`src/rtl/bp_be_pkg.sv`:
```
// bp_be_pkg
//
// Shared definitions for the backend stride detector:
//   bp_params_e           processor configuration selector
//   bp_vaddr_width()      virtual-address width for a configuration
//   bp_page_offset_width_gp  page-offset bits (4 KiB pages)
//   bp_be_stride_state_e  detector FSM states
package bp_be_pkg;

    typedef enum logic [0:0] {
        e_bp_default_cfg,
        e_bp_sv32_cfg
    } bp_params_e;

    localparam int unsigned bp_page_offset_width_gp = 12;

    function automatic int unsigned bp_vaddr_width(bp_params_e cfg);
        int unsigned width;
        case (cfg)
            e_bp_sv32_cfg: width = 32;
            default:       width = 39;
        endcase
        return width;
    endfunction

    typedef enum logic [1:0] {
        StIdle,
        StTrain,
        StWaitIter,
        StPrefetch
    } bp_be_stride_state_e;

endpackage

```
`src/rtl/bp_be_stride_addr_gen.sv`:
```
// bp_be_stride_addr_gen
//
// Prefetch address generator: addr_o = last_i + k_i * stride_i, wrapping
// modulo 2^vaddr_width_p.
//
// Build option: when BP_BE_STRIDE_PAGE_CLAMP_EN is defined, page_cross_o
// flags an address whose page number (bits above the page offset) differs
// from last_i's; otherwise page_cross_o is tied low.
//
// Ports:
//   last_i        last trained load address
//   stride_i      confirmed stride
//   k_i           prefetch index (1-based)
//   addr_o        generated prefetch address
//   page_cross_o  generated address leaves last_i's page (clamp builds only)
module bp_be_stride_addr_gen
    import bp_be_pkg::*;
#(
    parameter int unsigned vaddr_width_p = 39,
    parameter int unsigned k_width_p     = 3
) (
    input  logic [vaddr_width_p-1:0] last_i,
    input  logic [vaddr_width_p-1:0] stride_i,
    input  logic [k_width_p-1:0]     k_i,
    output logic [vaddr_width_p-1:0] addr_o,
    output logic                     page_cross_o
);

    logic [vaddr_width_p-1:0] k_ext;
    logic [vaddr_width_p-1:0] offset;

    assign k_ext  = vaddr_width_p'(k_i);
    // Product truncated to the address width: wrap-around is intended.
    assign offset = k_ext * stride_i;
    assign addr_o = last_i + offset;

`ifdef BP_BE_STRIDE_PAGE_CLAMP_EN
    assign page_cross_o = addr_o[vaddr_width_p-1:bp_page_offset_width_gp]
                       != last_i[vaddr_width_p-1:bp_page_offset_width_gp];
`else
    assign page_cross_o = 1'b0;
`endif

endmodule

```
`src/rtl/bp_be_stride_detector.sv`:
```
// bp_be_stride_detector
//
// Watches committed loads, trains on one load PC at a time and, once the
// same non-zero stride has repeated confirm_threshold_p times, asks the
// front end for the remaining loop iteration count and issues up to
// max_prefetch_p prefetches at last + k*stride.
//
// Build option: BP_BE_STRIDE_PAGE_CLAMP_EN (see bp_be_stride_addr_gen) stops
// prefetching at the first address that leaves the trained load's page.
//
// Ports:
//   clk_i, reset_i           clock, asynchronous active-high reset
//   load_v_i/pc_i/vaddr_i    committed load stream
//   flush_i                  abort current training / prefetch run
//   start_discovery_o        one-cycle pulse: new stride candidate
//   confirm_discovery_o      one-cycle pulse: stride confirmed
//   striding_pc_o            PC being trained
//   iter_v_i, remaining_iterations_i, iter_yumi_o  iteration count handshake
//   pf_v_o, pf_vaddr_o, pf_ready_i                 prefetch request handshake
//   busy_o                   detector not idle
module bp_be_stride_detector
    import bp_be_pkg::*;
#(
    parameter bp_params_e  bp_params_p         = e_bp_default_cfg,
    parameter int unsigned iter_width_p        = 8,
    parameter int unsigned confirm_threshold_p = 2,
    parameter int unsigned max_prefetch_p      = 4,
    localparam int unsigned vaddr_width_p      = bp_vaddr_width(bp_params_p)
) (
    input  logic                     clk_i,
    input  logic                     reset_i,

    input  logic                     load_v_i,
    input  logic [vaddr_width_p-1:0] load_pc_i,
    input  logic [vaddr_width_p-1:0] load_vaddr_i,
    input  logic                     flush_i,

    output logic                     start_discovery_o,
    output logic                     confirm_discovery_o,
    output logic [vaddr_width_p-1:0] striding_pc_o,

    input  logic                     iter_v_i,
    input  logic [iter_width_p-1:0]  remaining_iterations_i,
    output logic                     iter_yumi_o,

    output logic                     pf_v_o,
    output logic [vaddr_width_p-1:0] pf_vaddr_o,
    input  logic                     pf_ready_i,

    output logic                     busy_o
);

    localparam int unsigned cnt_width_lp = $clog2(confirm_threshold_p + 1);
    localparam int unsigned k_width_lp   =
        (max_prefetch_p > 0) ? $clog2(max_prefetch_p + 1) : 1;

    localparam logic [cnt_width_lp-1:0] confirm_cnt_lp = cnt_width_lp'(confirm_threshold_p);
    localparam logic [k_width_lp-1:0]   max_pf_lp      = k_width_lp'(max_prefetch_p);

    bp_be_stride_state_e      state_r;
    logic [vaddr_width_p-1:0] pc_r;
    logic [vaddr_width_p-1:0] last_r;
    logic [vaddr_width_p-1:0] stride_r;
    logic [cnt_width_lp-1:0]  cnt_r;
    logic [k_width_lp-1:0]    n_r;
    logic [k_width_lp-1:0]    k_r;
    logic                     drop_r;
    logic                     start_r;
    logic                     confirm_r;

    logic [vaddr_width_p-1:0] stride_s;
    logic                     train_hit;
    logic                     stride_repeat;
    logic [cnt_width_lp-1:0]  cnt_inc;
    logic [31:0]              iter_cnt_ext;
    logic [k_width_lp-1:0]    n_capture;
    logic                     page_cross;

    // Stride of the current load relative to the previous trained load.
    assign stride_s      = load_vaddr_i - last_r;
    assign train_hit     = (state_r == StTrain) && load_v_i && (load_pc_i == pc_r);
    assign stride_repeat = (stride_s != '0) && (stride_s == stride_r);
    assign cnt_inc       = cnt_r + cnt_width_lp'(1);

    // Clamp the offered iteration count to the per-loop prefetch budget.
    assign iter_cnt_ext = 32'(remaining_iterations_i);
    assign n_capture    = (iter_cnt_ext > 32'(max_prefetch_p)) ? max_pf_lp
                                                               : k_width_lp'(iter_cnt_ext);

    bp_be_stride_addr_gen #(
        .vaddr_width_p (vaddr_width_p),
        .k_width_p     (k_width_lp)
    ) u_addr_gen (
        .last_i       (last_r),
        .stride_i     (stride_r),
        .k_i          (k_r),
        .addr_o       (pf_vaddr_o),
        .page_cross_o (page_cross)
    );

    // Handshake outputs are combinational so flush or reset removes the
    // request in the same cycle.
    assign iter_yumi_o = (state_r == StWaitIter) && iter_v_i;
    assign pf_v_o      = (state_r == StPrefetch) && !flush_i && !page_cross;

    assign start_discovery_o   = start_r;
    assign confirm_discovery_o = confirm_r;
    assign striding_pc_o       = pc_r;
    assign busy_o              = (state_r != StIdle);

    always_ff @(posedge clk_i or posedge reset_i) begin
        if (reset_i) begin
            state_r   <= StIdle;
            pc_r      <= '0;
            last_r    <= '0;
            stride_r  <= '0;
            cnt_r     <= '0;
            n_r       <= '0;
            k_r       <= '0;
            drop_r    <= 1'b0;
            start_r   <= 1'b0;
            confirm_r <= 1'b0;
        end else begin
            start_r   <= 1'b0;
            confirm_r <= 1'b0;

            unique case (state_r)
                StIdle: begin
                    if (load_v_i) begin
                        pc_r     <= load_pc_i;
                        last_r   <= load_vaddr_i;
                        stride_r <= '0;
                        cnt_r    <= '0;
                        state_r  <= StTrain;
                    end
                end

                StTrain: begin
                    if (flush_i) begin
                        state_r <= StIdle;
                    end else if (train_hit) begin
                        last_r <= load_vaddr_i;
                        if (stride_repeat) begin
                            cnt_r <= cnt_inc;
                            if (cnt_inc == confirm_cnt_lp) begin
                                confirm_r <= 1'b1;
                                state_r   <= StWaitIter;
                            end
                        end else begin
                            // A zero stride resets training without
                            // announcing a new candidate.
                            stride_r <= stride_s;
                            cnt_r    <= '0;
                            start_r  <= (stride_s != '0);
                        end
                    end
                end

                StWaitIter: begin
                    if (flush_i) begin
                        drop_r <= 1'b1;
                    end
                    if (iter_v_i) begin
                        drop_r <= 1'b0;
                        n_r    <= n_capture;
                        k_r    <= k_width_lp'(1);
                        if (drop_r || flush_i || (n_capture == '0)) begin
                            state_r <= StIdle;
                        end else begin
                            state_r <= StPrefetch;
                        end
                    end
                end

                StPrefetch: begin
                    if (flush_i || page_cross) begin
                        state_r <= StIdle;
                    end else if (pf_ready_i) begin
                        k_r <= k_r + k_width_lp'(1);
                        if (k_r == n_r) begin
                            state_r <= StIdle;
                        end
                    end
                end

                default: state_r <= StIdle;
            endcase
        end
    end

endmodule

```
`config.mk`:
```
export PLATFORM = sky130hd
export DESIGN_NAME = bp_be_stride_detector
export DESIGN_NICKNAME = d
export VERILOG_FILES = /design/src/rtl/bp_be_pkg.sv /design/src/rtl/bp_be_stride_addr_gen.sv /design/src/rtl/bp_be_stride_detector.sv
export SDC_FILE = /design/constraint.sdc
export NUM_CORES = 1
export LEC_CHECK = 0
export BUFFER_PORTS_ARGS = -buffer_cell sky130_fd_sc_hd__buf_4
export CAP_MARGIN = 25
export CORE_ASPECT_RATIO = 1.75
export CORE_MARGIN = 3
export CORE_UTILIZATION = 51
export DETAILED_ROUTE_END_ITERATION = 8
export GPL_TIMING_DRIVEN = 0
export PLACE_DENSITY = 0.72
export RECOVER_POWER = 25
export SETUP_SLACK_MARGIN = 0.4
export SYNTH_ARGS = -nofsm -noshare
export SYNTH_HDL_FRONTEND = slang
export SYNTH_SLANG_ARGS = --single-unit
export TNS_END_PERCENT = 1
```
`constraint.sdc`:
```
create_clock -name clk_i -period 12 [get_ports clk_i]
set_input_delay 1.8 -clock clk_i [delete_from_list [all_inputs] [get_ports clk_i]]
set_output_delay 1.8 -clock clk_i [all_outputs]
set_load 0.005 [all_outputs]
```
==> results of run 1 <==
## final cells by class
class                      instances  area [µm²]
clock inverter                    14         155
multi-input combinational       1221        9320
buffer                            67         292
timing repair buffer             175        1310
inverter                         143         538
tap                              316         395
sequential                       130        3250
fill                            2334        9850
clock buffer                      17         425
## per-layer routing
layer / vias to the layer above / wire, µm
li1: 5850 / -
met1: 5919 / 14900
met3: 103 / 1980
met5: - / 0
met4: 0 / 1880
met2: 394 / 22600
## cell usage after synthesis (10+ instances only)
| cell | n |
|---|---|
| xnor2_1 | 97 |
| o2bb2ai_2 | 10 |
| o21a_1 | 15 |
| and2_1 | 15 |
| dfrtp_1 | 130 |
| buf_2 | 11 |
| fa_1 | 74 |
| o2bb2ai_1 | 21 |
| inv_1 | 142 |
| o211ai_1 | 23 |
| nor3_1 | 27 |
| nor2b_1 | 11 |
| nand3_1 | 22 |
| o21bai_1 | 10 |
| and3_1 | 14 |
| mux2_2 | 42 |
| nor2_1 | 68 |
| nor4_1 | 13 |
| ha_1 | 80 |
| nand2b_1 | 12 |
| a31oi_1 | 12 |
| a21o_1 | 34 |
| o21ai_0 | 86 |
| clkbuf_1 | 43 |
| a21oi_1 | 84 |
| xor2_1 | 34 |
| nand4_1 | 24 |
| nand2_1 | 231 |
| a211oi_1 | 10 |
## power breakdown
group | switching (µW) | total [µW] | internal [µW]
clock network | 220 | 527 | 307
logic | 981 | 1690 | 708
registers | 92.7 | 633 | 540
## logic make-up after synthesis
kind of cell / Yosys count / share of synthesized area
buffers and inverters: 210 / 0.0618
AND/OR/NAND/NOR: 482 / 0.169
adder cells (fa/ha/maj): 154 / 0.185
flip-flops: 130 / 0.243
multiplexers: 48 / 0.0398
XOR/XNOR: 135 / 0.0921
AO/OA/AOI/OAI: 402 / 0.209
## tightest hold or removal path, cell delays in order, from the launching register on
cell	delay [ps]
dfrtp_1	350
nand2_1	50
o31ai_1	50
## stage by stage
stage / util / hold slack (ps)
floorplan: - / 449
global placement: 0.592 / 463
detailed placement: 0.593 / 486
CTS: 0.616 / 500
global route: 0.614 / 509
finish: 0.614 / 495
## state kept, by name (all words and copies together) (netlist names)
name	flops
stride_r	39
k_r	3
striding_pc_o	39
state_r	2
confirm_discovery_o	1
drop_r	1
start_discovery_o	1
cnt_r	2
last_r	39
n_r	3
## final timing paths
kind / startpoint / end / slack, ps / cells after the start
setup / recovery: k_r[0] / pf_vaddr_o[37] / 3080 / 20
hold / removal: cnt_r[1] / cnt_r[1] / 500 / 2
setup reg to reg: last_r[3] / stride_r[16] / 6560 / 15
hold reg to reg: cnt_r[1] / cnt_r[1] / 500 / 2
max in group asynchronous: reset_i / state_r[0] / 4540 / 3
min in group asynchronous: reset_i / last_r[33] / 1760 / 2
==> key figures, run 1 <==
Synthesis
  – Syn avg cell area: roughly 8.6 µm²
  – Synth Instances: 1561
  – Post-Syn Area: 13400 µm²
  – Cell taking the most area after synthesis: dfrtp_1
  – Yosys cell types: between 80 and 90
  – Prevailing post-synth register cell: dfrtp_1
  – Synth top area cells: dfrtp_1 (24%), fa_1 (11%), ha_1 (7.5%)
  – Post-synth top area share: 0.243
  – Seq/Total Area, Yosys: 0.243
  – Register bit total from synthesis: 130
  – Syn_nets: 1807
  – Ys Warns: 0
  – Number of flops mapped to enable cells by yosys: 0
  – Fraction of registers with async set/reset: 1.00

Critical path
  – Slowest CP cell: a311oi_1
  – Cell chain of the critical path: clkbuf_1 -> clkbuf_1 -> nand2_1 -> fa_1 -> fa_1 -> inv_1 -> fa_1 -> a21o_1 -> a21oi_1 -> nor2b_1 -> o221ai_1 -> o21ai_0 -> a311oi_1 -> o211ai_1 -> a31oi_1 -> nor2b_1 -> o21a_1 -> o211ai_1 -> xnor2_1 -> buf_4
  – Critical Path RT: roughly 10000 ps
  – Most frequent CP cell: fa_1
  – Worst path arrival time: 7120 ps
  – Crit path max-delay family: compound AO/OA/AOI/OAI gates
  – WP buf/inv: 4
  – Slowest Stage Delay on Critical Path: about 870 ps
  – Crit. End Element: output pin
  – Critical Setup Path Class: flip-flop to output pin
  – Max FO, Critical Path: 10
  – CP startpoint kind: flip-flop

Cells and area
  – Area growth, synth to finish: 17.0%
  – # diodes: 0
  – Share of cells above drive strength 1: 0.171
  – Finished Cell Area: 15700 µm²
  – Layout Cells excl Fill: 2083
  – Most frequent cells in the layout: nand2_1 (231), buf_4 (173), inv_1 (141)
  – Final #Nets: around 2000
  – Most common cell after layout, fill and taps aside: nand2_1

STA
  – Max-slew violations: ~130
  – Fin crit period: between 8000 and 9000 ps
  – RSZ-0062 raised after global routing: false
  – Fin crit share: 0.743
  – Final setup TNS: 0 ps
  – Max Fclk: 112 MHz
  – Final setup viols: 0
  – Clock Skew: roughly 9.5 ps
  – Final Hold Vio Count: 0
  – Worst Tran Pin Value: roughly 5300 ps
  – Post-route setup slack: about 3100 ps
  – Slew HR: -2.53

Job
  – Max_cap viols: 2

Placement
  – Post-Place Cells: ~2100
  – Post-DP HPWL: 33800 µm
  – I/O Buffers: approximately 170
  – Placed Area: 15100 µm²
  – Place WS: 3610 ps
  – GP Congestion: 0.952

Clock tree
  – Clk slew on worst S/H paths: roughly 60 ps
  – Clock Tree Root: clkbuf_16
  – Gates resized, CTS repair: 0
  – Hold_buf cts: 0
  – Clock Sink Count: 130
  – Total CTS buffers: 17
  – Clock latency on the worst-skew pair: 440 ps
  – Post-CTS Setup Bufs: 0
  – Clk buf depth: 2
  – Number of H-tree levels: 4
  – CTS tree: built

Floorplan
  – Initial core utilization: 0.525
  – Cell row count: between 70 and 80
  – Die area: ~28000 µm²
  – Die H: ~220 µm
  – IO Count: approximately 180
  – Die width: between 100 and 150 µm
  – Core area: between 20000 and 30000 µm²

Global routing
  – Grt ovf: 0
  – Vias in the first global route: ~13000
  – Met2 Usage GRT: 0.565
  – Global-route track usage on met1: 0.320
  – Largest net degree at the start of global routing: 95
  – Met3 Usage GRT: 0.0432
  – Global Route Usage Sum: 0.296
  – First-pass GRT wire length: 66000 µm
  – Initial antenna violation count: 0
  – Most Crowded Layer GR: met2

Hold path
  – Hold crit path type: flip-flop to flip-flop

Power and ir drop
  – Tot Pwr: ~2800 µW
  – Pwr/cell area: between 150 and 200 nW/µm²
  – Static Leakage: roughly 0.0074 µW
  – Max VDD drop: roughly 0.15 mV

Drt
  – Starting DRT DRC Count: slightly below 800
  – DR pass1 iterations: 6
  – Vias: 12300
  – Post-route ant nets: 0
  – Wire per inst: between 15 and 20 µm
  – Vias per Instance: approximately 5.9
  – Post-route DRC: 0
  – Detailed-route wire length: about 41000 µm

Status
  – Failing checks: capacitance limit, slew limit
  – Status: finished with violations
Power figures use the tool's default switching activity.
==> run 2, diff against run 1 <==
ABC_AREA = 1   (was default)
PLACE_DENSITY = 0.71   (was 0.72)
clock period = 9 ns   (was 12 ns; I/O delays follow)
==> key figures, run 2 <==
Clock tree
  – Hold_buf cts: 0
  – Gates resized, CTS repair: 0
  – Total CTS buffers: 17
  – Clock Tree Root: clkbuf_16
  – Post-CTS Setup Bufs: 0
  – Clk slew on worst S/H paths: 70 ps
  – CTS tree: built
  – Clock latency on the worst-skew pair: about 450 ps
  – Clock Sink Count: 130
  – Clk buf depth: 2
  – Number of H-tree levels: 4

STA
  – Post-route setup slack: a little over 700 ps
  – Max-slew violations: 133
  – Fin crit period: around 8300 ps
  – Slew HR: -2.13
  – RSZ-0062 raised after global routing: false
  – Final setup TNS: 0 ps
  – Fin crit share: 0.920
  – Max Fclk: 121 MHz
  – Final setup viols: 0
  – Final Hold Vio Count: 0
  – Worst Tran Pin Value: between 4000 and 5000 ps
  – Clock Skew: about 14 ps

Critical path
  – Max FO, Critical Path: 10
  – Critical Path RT: approximately 7700 ps
  – CP startpoint kind: flip-flop
  – Worst path arrival time: 6930 ps
  – Reg2reg start: state_r[0]
  – Setup crit start: k_r[0]
  – R2R Path End: stride_r[38]
  – R2R cell count: 12
  – Crit. End Element: output pin
  – Critical Setup Path Class: flip-flop to output pin
  – Reg2Reg Setup Slack: roughly 5000 ps

Synthesis
  – Syn avg cell area: ~6.4 µm²
  – Ys Warns: 0
  – Post-synth top area share: 0.217
  – Register bit total from synthesis: 130
  – Post-Syn Area: about 15000 µm²
  – Synth Instances: 2352
  – Synth top area cells: dfrtp_1 (22%), nand2_1 (20%), fa_1 (9.9%)
  – Yosys cell types: 45
  – Fraction of registers with async set/reset: 1.00
  – Seq/Total Area, Yosys: 0.217
  – Most frequent cell after synthesis: nand2_1
  – Cell taking the most area after synthesis: dfrtp_1
  – Number of flops mapped to enable cells by yosys: 0
  – Prevailing post-synth register cell: dfrtp_1
  – Syn_nets: 2598
  – Top post-synthesis cells by count: nand2_1 (795), inv_1 (387), nor2_1 (198), nand3_1 (172), dfrtp_1 (130)

Cells and area
  – FILL cells: 2820
  – Final #Nets: around 2800
  – Multi-input gate area: between 10000 and 15000 µm²
  – Area growth, synth to finish: 15.8%
  – Finished Core Util: 0.603
  – Layout Cells excl Fill: 2940
  – Share of cells above drive strength 1: 0.119
  – Most common cell after layout, fill and taps aside: nand2_1
  – Storage cell area: roughly 3300 µm²
  – Most frequent cells in the layout: nand2_1 (795), inv_1 (386), nor2_1 (198)

Global routing
  – Initial antenna violation count: 2
  – Vias in the first global route: between 15000 and 20000
  – Largest net degree at the start of global routing: 80
  – First-pass GRT wire length: 89000 µm
  – Global Route Usage Sum: 0.381
  – Grt ovf: 0

Hold path
  – Hold Path Depth: 2
  – Hold crit path type: flip-flop to flip-flop
  – Endpoint, Worst Hold: drop_r
  – Hold Startpoint: drop_r

Placement
  – GP Congestion: 0.994
  – I/O Buffers: about 170
  – Post-Place Cells: a little under 3000
  – Post-DP HPWL: roughly 50000 µm
  – Place WS: around 1600 ps

Drt
  – Vias: between 15000 and 20000
  – Post-route ant nets: 0
  – Post-route DRC: 0
  – Vias per Instance: roughly 5.5
  – Detailed-route wire length: approximately 60000 µm
  – Starting DRT DRC Count: 1197
  – DR pass1 iterations: 8
  – Wire per inst: a little over 20 µm

Power and ir drop
  – Static Leakage: between 0.009 and 0.01 µW
  – Max VDD drop: between 0.2 and 0.25 mV
  – Clock share of power: 0.097
  – Combinational power share: 0.741
  – P_int: 3100 µW
  – Reported net switching power: approximately 4000 µW
  – Tot Pwr: ~7100 µW
  – Sequential Power Share: 0.162
  – Switching share of power: 0.562
  – Pwr/cell area: slightly above 400 nW/µm²

Floorplan
  – Die width: ~140 µm
  – Die H: around 230 µm
  – Core area: about 29000 µm²
  – Initial core utilization: 0.521
  – IO Count: around 180
  – Cell row count: slightly above 80
  – Die area: ~32000 µm²

Status
  – Failing checks: capacitance limit, slew limit
  – Status: finished with violations

Job
  – Max_cap viols: 2
==> run 2: cell types whose count changed in the layout (fill, tap and decap cells not counted), sizes merged, moves of 31 or more <==
cell and change:
o2bb2ai -31, inv +244, a21o -31, nand2 +588
xnor2 -64, nor2 +140, nand3 +159
==> run 2: worst max path at each step <==
stage,depth (start not counted),end
finish,18,pf_vaddr_o[24]
global route,18,pf_vaddr_o[24]
floorplan,17,pf_vaddr_o[24]
CTS,18,pf_vaddr_o[24]
global placement,18,pf_vaddr_o[24]
detailed placement,18,pf_vaddr_o[24]
==> run 2: layout make-up <==
class,count,share of cell area
multi-input combinational,1789,0.581
sequential,130,0.187
inverter,387,0.0837
timing repair buffer,176,0.0758
tap,378,0.0272
clock buffer,19,0.0249
buffer,46,0.0123
clock inverter,13,0.00749
antenna,2,0.000288
==> run 2: logic make-up after synthesis <==
kind of cell / synth area share
and+or+nand+nor: 0.377
buffers and inverters: 0.111
AOI/OAI and AO/OA: 0.0850
adders and majority gates: 0.165
DFF: 0.217
xor gates and xnor gates: 0.0344
muxes: 0.0105
==> run 2: worst max-delay path, stage by stage, from the launching register on <==
cell and delay [ps]:
dfrtp_1 350, clkbuf_1 560, clkdlybuf4s15_1 650, nand2_1 160
fa_1 560, inv_1 50, fa_1 430, ha_1 480
nand2_1 110, nor2_1 680, a21oi_1 380, o21ai_0 240
a21oi_1 130, o21ai_0 430, a21oi_1 240, o21ai_0 500
a21oi_1 170, xnor2_1 200, buf_4 140
==> run 2: stage by stage <==
stage               hold WS, ps  area, µm²
floorplan                   464      15000
global placement            486      16800
detailed placement          504      16800
CTS                         519      17400
global route                539      17400
finish                      516      17400
==> run 2: layer usage <==
metal	wire length, µm	global-route usage
met1	18900	0.345
met2	31400	0.702
met3	2570	0.0547
met4	7070	0.362
met5	0	0
==> run 2: power by group through the flow <==
stage / Clock (µW) / Combinational (µW) / Sequential, µW
finish: 687 / 5260 / 1150
global route: 716 / 5780 / 1170
CTS: 694 / 5200 / 1140
detailed placement: 0 / 5170 / 1150
global placement: 0 / 5080 / 1140
floorplan: 0 / 3260 / 1040
